File: config.mk
export PLATFORM = sky130hd
export DESIGN_NAME = buffer_reader
export DESIGN_NICKNAME = d
export VERILOG_FILES = /design/src/rtl/buffer_pkg.sv /design/src/rtl/ptr_wrap_add.sv /design/src/rtl/buffer_reader.sv
export SDC_FILE = /design/constraint.sdc
export NUM_CORES = 1
export LEC_CHECK = 0
export ABC_AREA = 1
export CAP_MARGIN = 20
export CORE_MARGIN = 3
export CORE_UTILIZATION = 45
export DETAILED_ROUTE_END_ITERATION = 6
export PLACE_DENSITY = 0.84
export SYNTH_ARGS = -nofsm -noshare
export SYNTH_HDL_FRONTEND = slang
export SYNTH_HIERARCHICAL = 1
export SYNTH_SLANG_ARGS = --single-unit
File: constraint.sdc
create_clock -name clk -period 3.5 [get_ports clk]
set_clock_uncertainty 0.1 [all_clocks]
set_input_delay 0.525 -clock clk [delete_from_list [all_inputs] [get_ports clk]]
set_output_delay 0.525 -clock clk [all_outputs]
set_load 0.02 [all_outputs]
File: src/rtl/buffer_pkg.sv
// Shared defaults for the circular Buffer and its buffer_reader controller.
// Both instantiations take their parameters from here so the write width,
// window width and depth always agree.
//   DEF_SIZE      : word width in bits
//   DEF_MEM_SIZE  : Buffer depth in words (any value, not only powers of 2)
//   DEF_PAR_WRITE : words written per commit
//   DEF_PAR_READ  : words per output window
//   DEF_STRIDE    : words retired per accepted window
package buffer_pkg;

    localparam int DEF_SIZE      = 16;
    localparam int DEF_MEM_SIZE  = 8;
    localparam int DEF_PAR_WRITE = 4;
    localparam int DEF_PAR_READ  = 2;
    localparam int DEF_STRIDE    = 1;

endpackage

File: src/rtl/ptr_wrap_add.sv
// Combinational modulo increment for a circular-buffer pointer:
//   next_o = (ptr_i + INC) mod MEM_SIZE
// The sum is formed one bit wider than the pointer and wrapped by a single
// conditional subtract. This is exact for any MEM_SIZE, including non-powers
// of 2, as long as ptr_i < MEM_SIZE and INC <= MEM_SIZE.
// Ports:
//   ptr_i  : current pointer, ADDR_W bits
//   next_o : incremented and wrapped pointer, ADDR_W bits
module ptr_wrap_add #(
    parameter int MEM_SIZE = 8,
    parameter int INC      = 1,
    parameter int ADDR_W   = $clog2(MEM_SIZE)
) (
    input  logic [ADDR_W-1:0] ptr_i,
    output logic [ADDR_W-1:0] next_o
);

    localparam logic [ADDR_W:0] INC_W = (ADDR_W+1)'(INC);
    localparam logic [ADDR_W:0] MEM_W = (ADDR_W+1)'(MEM_SIZE);

    logic [ADDR_W:0] sum;

    assign sum    = {1'b0, ptr_i} + INC_W;
    assign next_o = (sum >= MEM_W) ? ADDR_W'(sum - MEM_W) : ADDR_W'(sum);

endmodule

File: src/rtl/buffer_reader.sv
// Pointer and read-side controller for the circular Buffer.
// It owns the write pointer, the read pointer and the occupancy count, and
// gives the writer a ready/commit handshake. It loads PAR_READ-word windows
// from the Buffer into a registered valid/ready output stage. Each accepted
// window retires STRIDE words, so consecutive windows overlap by
// PAR_READ-STRIDE words.
// Ports:
//   clk, rst_n : clock, asynchronous active-low reset
//   wr_commit  : writer stores PAR_WRITE words at waddr this cycle
//   wr_ready   : at least PAR_WRITE free words (from registered count only)
//   waddr      : write pointer
//   raddr      : read pointer
//   buf_dout   : Buffer window at raddr (combinational)
//   flush      : synchronous clear of pointers, count and the output stage
//   out_valid  : out_data holds a window
//   out_ready  : consumer accepts the window
//   out_data   : window, oldest word in the LSBs
//   count      : unretired words in the Buffer
//   err        : sticky, set by a commit while wr_ready=0
module buffer_reader
    import buffer_pkg::*;
#(
    parameter int SIZE        = DEF_SIZE,
    parameter int MEM_SIZE    = DEF_MEM_SIZE,
    parameter int PAR_WRITE   = DEF_PAR_WRITE,
    parameter int PAR_READ    = DEF_PAR_READ,
    parameter int STRIDE      = DEF_STRIDE,
    parameter int ADDRES_SIZE = $clog2(MEM_SIZE),
    parameter int CNT_SIZE    = $clog2(MEM_SIZE+1)
) (
    input  logic                     clk,
    input  logic                     rst_n,
    input  logic                     wr_commit,
    output logic                     wr_ready,
    output logic [ADDRES_SIZE-1:0]   waddr,
    output logic [ADDRES_SIZE-1:0]   raddr,
    input  logic [SIZE*PAR_READ-1:0] buf_dout,
    input  logic                     flush,
    output logic                     out_valid,
    input  logic                     out_ready,
    output logic [SIZE*PAR_READ-1:0] out_data,
    output logic [CNT_SIZE-1:0]      count,
    output logic                     err
);

    localparam logic [CNT_SIZE-1:0] WR_LIMIT = CNT_SIZE'(MEM_SIZE - PAR_WRITE);
    localparam logic [CNT_SIZE-1:0] RD_MIN   = CNT_SIZE'(PAR_READ);
    localparam logic [CNT_SIZE-1:0] PW_C     = CNT_SIZE'(PAR_WRITE);
    localparam logic [CNT_SIZE-1:0] ST_C     = CNT_SIZE'(STRIDE);

    logic [ADDRES_SIZE-1:0]   wptr_q, wptr_d, wptr_inc;
    logic [ADDRES_SIZE-1:0]   rptr_q, rptr_d, rptr_inc;
    logic [CNT_SIZE-1:0]      count_q, count_d;
    logic                     out_valid_q, out_valid_d;
    logic [SIZE*PAR_READ-1:0] out_data_q, out_data_d;
    logic                     err_q, err_d;

    logic commit_ok;
    logic load;

    ptr_wrap_add #(
        .MEM_SIZE (MEM_SIZE),
        .INC      (PAR_WRITE),
        .ADDR_W   (ADDRES_SIZE)
    ) u_wptr_add (
        .ptr_i  (wptr_q),
        .next_o (wptr_inc)
    );

    ptr_wrap_add #(
        .MEM_SIZE (MEM_SIZE),
        .INC      (STRIDE),
        .ADDR_W   (ADDRES_SIZE)
    ) u_rptr_add (
        .ptr_i  (rptr_q),
        .next_o (rptr_inc)
    );

    // count still includes the overlap words of the pending window, so
    // free space never covers words that the output stage may read again.
    assign wr_ready  = (count_q <= WR_LIMIT);
    assign commit_ok = wr_commit & wr_ready;
    assign load      = (~out_valid_q | out_ready) & (count_q >= RD_MIN);

    always_comb begin
        wptr_d      = wptr_q;
        rptr_d      = rptr_q;
        count_d     = count_q;
        out_valid_d = out_valid_q;
        out_data_d  = out_data_q;
        err_d       = err_q;

        if (flush) begin
            // err deliberately survives a flush.
            wptr_d      = '0;
            rptr_d      = '0;
            count_d     = '0;
            out_valid_d = 1'b0;
            out_data_d  = '0;
        end else begin
            if (commit_ok) begin
                wptr_d = wptr_inc;
            end
            if (wr_commit & ~wr_ready) begin
                err_d = 1'b1;
            end

            if (load) begin
                out_data_d  = buf_dout;
                out_valid_d = 1'b1;
                rptr_d      = rptr_inc;
            end else if (out_valid_q & out_ready) begin
                // The last window was taken and nothing is ready to follow.
                // out_data keeps its old value.
                out_valid_d = 1'b0;
            end

            // A commit is accepted only when count <= MEM_SIZE-PAR_WRITE, and
            // a load requires count >= STRIDE. So neither the intermediate nor
            // the final value overflows or underflows.
            count_d = count_q + (commit_ok ? PW_C : '0) - (load ? ST_C : '0);
        end
    end

    always_ff @(posedge clk or negedge rst_n) begin
        if (!rst_n) begin
            wptr_q      <= '0;
            rptr_q      <= '0;
            count_q     <= '0;
            out_valid_q <= 1'b0;
            out_data_q  <= '0;
            err_q       <= 1'b0;
        end else begin
            wptr_q      <= wptr_d;
            rptr_q      <= rptr_d;
            count_q     <= count_d;
            out_valid_q <= out_valid_d;
            out_data_q  <= out_data_d;
            err_q       <= err_d;
        end
    end

    assign waddr     = wptr_q;
    assign raddr     = rptr_q;
    assign count     = count_q;
    assign out_valid = out_valid_q;
    assign out_data  = out_data_q;
    assign err       = err_q;

endmodule

==> flow_summary_export.csv <==
group,metric,value,unit
global_route,grt_antenna_before_repair,0,
floorplan,fp.coreArea,4060,sq um
critical_path,critical_path_arrival,1830,ps
clock_network,clk_pin_slew,80,ps
place,post-dp-hpwl,2.99,mm
power,power.density,743,nW/um^2
place,portBuffers,81,
logic_synthesis,synth_mux_area_share,0,%
clock_network,ctsHtreeMaxLevel,2,
power,peakVddDrop,342,uV
critical_path,rrSetupSlack,1530,ps
status,status,"completed",
floorplan,die_w,71.3,um
logic_synthesis,synth_fa_ha_area_share,3.65,%
power,p_leak,1.42,nW
timing,slew_violations,0,
clock_network,root_buffer,"clkbuf_8",
detailed_routing,drt.antenna.violating_nets,0,
floorplan,dieArea,5090,sq um
finish,diodes,0,
global_route,grt_pass1_wl,6.98,mm
detailed_routing,vias,1587,
finish,fillers,321,
finish,synthToLayoutAreaGrowth,45.4,%
global_route,grt_max_degree,45,
clock_network,clk_latency,290,ps
timing,min_period,2460,ps
logic_synthesis,yosys.area_share.simple,29.1,%
critical_path,end_kind,"output pin",
critical_path,reg2reg_depth,8,
floorplan,initial_utilization,47.3,%
timing,setup_viol,0,
timing,worstMarginPinSlew,962,ps
timing,hold_violations,0,
logic_synthesis,synthCells,215,
place,routabilityCongestion,0.730,
clock_network,cts_max_path_buffers,2,
logic_synthesis,synth_area_per_cell,8.93,sq um
flow_run,max_cap_viol_count,0,
timing,fin_crit_sh,70.2,%
clock_network,post_cts_buffers,0,
global_route,grt_usage,17.3,%
floorplan,std_cell_rows,23,
logic_synthesis,synth_fp_nets,257,
finish,final_common_cell,"nand2_1",
timing,slew_headroom,35.8,%
timing,rsz0062_at_grt,"false",
logic_synthesis,ys_seq_area_share,57.4,%
timing,max_clock_freq,0.407,GHz
detailed_routing,routed_wl,4.23,mm
finish,layout-drive-gt1-share,4.75,%
critical_path,r2r-start,"count[1]",
logic_synthesis,syn-cell-area,1920,sq um
critical_path,cp.required,2870,ps
logic_synthesis,synth_top_family_by_area,"simple AND/OR/NAND/NOR gates",
clock_network,cts_tree,"yes",
critical_path,r2r-end,"count[3]",
critical_path,critPathKind,"reg2out",
hold_path,hold_path_class,"in2async",
detailed_routing,first_pass_iters,4,
clock_network,hold_buffers,0,
logic_synthesis,yosysUniqueCellTypes,19,
global_route,grt.overflow.total,0,
logic_synthesis,synth_compound_area_share,1.50,%
floorplan,io_pins,82,
logic_synthesis,yosys_warnings,6,
logic_synthesis,yosys.area_share.xor_xnor,0.456,%
global_route,grt_pass1_vias,1577,
floorplan,die_h,71.3,um
clock_network,cts_resized,0,
finish,final_cell_mix,"116 x nand2_1, 80 x clkdlybuf4s50_1, 44 x dfrtp_1, 14 x inv_1, 9 x nor2_1",
clock_network,clkSinkCount,44,
detailed_routing,drt-vias-per-instance,4.60,
detailed_routing,drc,0,
power,totalPowerFinal,2.07,mW
finish,nets,336,
critical_path,crit_path_start_kind,"register",
critical_path,worstPathMaxFanout,5,
clock_network,cts_buffers,5,
logic_synthesis,synth-seq-cells,44,
critical_path,cp-startpoint,"count[1]",
detailed_routing,routedWlPerCell,12.3,um
timing,setup_tns,0,ps
finish,utilization,68.8,%
detailed_routing,drtIter0Drc,88,
report_power, final:
group / internal (mW) / switching [mW]
registers: 0.655 / 0.0974
clock network: 0.161 / 0.155
logic: 0.435 / 0.568
final cells by class:
| cell class | count | area, sq um | area share, % |
|---|---|---|---|
| timing repair buffer | 81 | 806 | 28.9 |
| clock buffer | 8 | 90.1 | 3.23 |
| inverter | 17 | 63.8 | 2.29 |
| multi-input combinational | 145 | 667 | 23.9 |
| sequential | 44 | 1100 | 39.5 |
| tap | 50 | 62.6 | 2.24 |
registers in the layout, indices dropped and copies added, names as in the netlist:
register	cells
out_data	32
count	4
raddr	3
waddr	3
err	1
out_valid	1
stage by stage:
stage	hold WS (ps)	area, sq um	cells	setup WS (ps)
floorplan	129	1920	215	1580
detailed placement	357	2700	337	1010
CTS	322	2790	345	1050
global placement	353	2700	337	1070
global route	363	2790	345	970
finish	284	2790	345	1040
cells in the mapped netlist:
master,count,area share [%]
buf_6,6,3.5
buf_4,2,0.78
nand3_4,1,0.91
nand4_1,1,0.33
fa_1,1,1.0
inv_2,3,0.59
xor2_1,1,0.46
nor2_1,9,1.8
inv_1,14,2.7
o21ai_0,1,0.26
ha_1,4,2.6
buf_2,1,0.26
nand3_1,7,1.8
dfrtp_1,44,57
nor2_8,1,1.0
nand2_4,1,0.59
o21bai_1,1,0.39
nand2_1,116,23
a21oi_4,1,0.85
logic make-up after synthesis:
group                      Yosys count
AOI/OAI and AO/OA                    3
adders and majority gates            5
xor gates and xnor gates             1
and+or+nand+nor                    136
DFF                                 44
buffers and inverters               26
metal layers:
layer | track usage, % | share of wire, %
met5 | 0 | 0
met1 | 19.7 | 42
met4 | 4.80 | 1.1
met2 | 29.9 | 49
met3 | 7.29 | 7.9
worst max path at each step:
stage	endpoint	slack (ps)	depth (start not counted)
after floorplan	count[2]	1580	10
after global placement	count[2]	1070	11
after detailed placement	count[2]	1010	11
after global routing	wr_ready	970	4
after CTS	wr_ready	1050	4
final	wr_ready	1040	4
worst max-delay path: stages, from the launching register on:
cell,delay (ps)
dfrtp_1,450
nor2_1,110
nor2_1,50
nor2_1,250
clkdlybuf4s50_1,670
(Power assumes the default switching activity.)
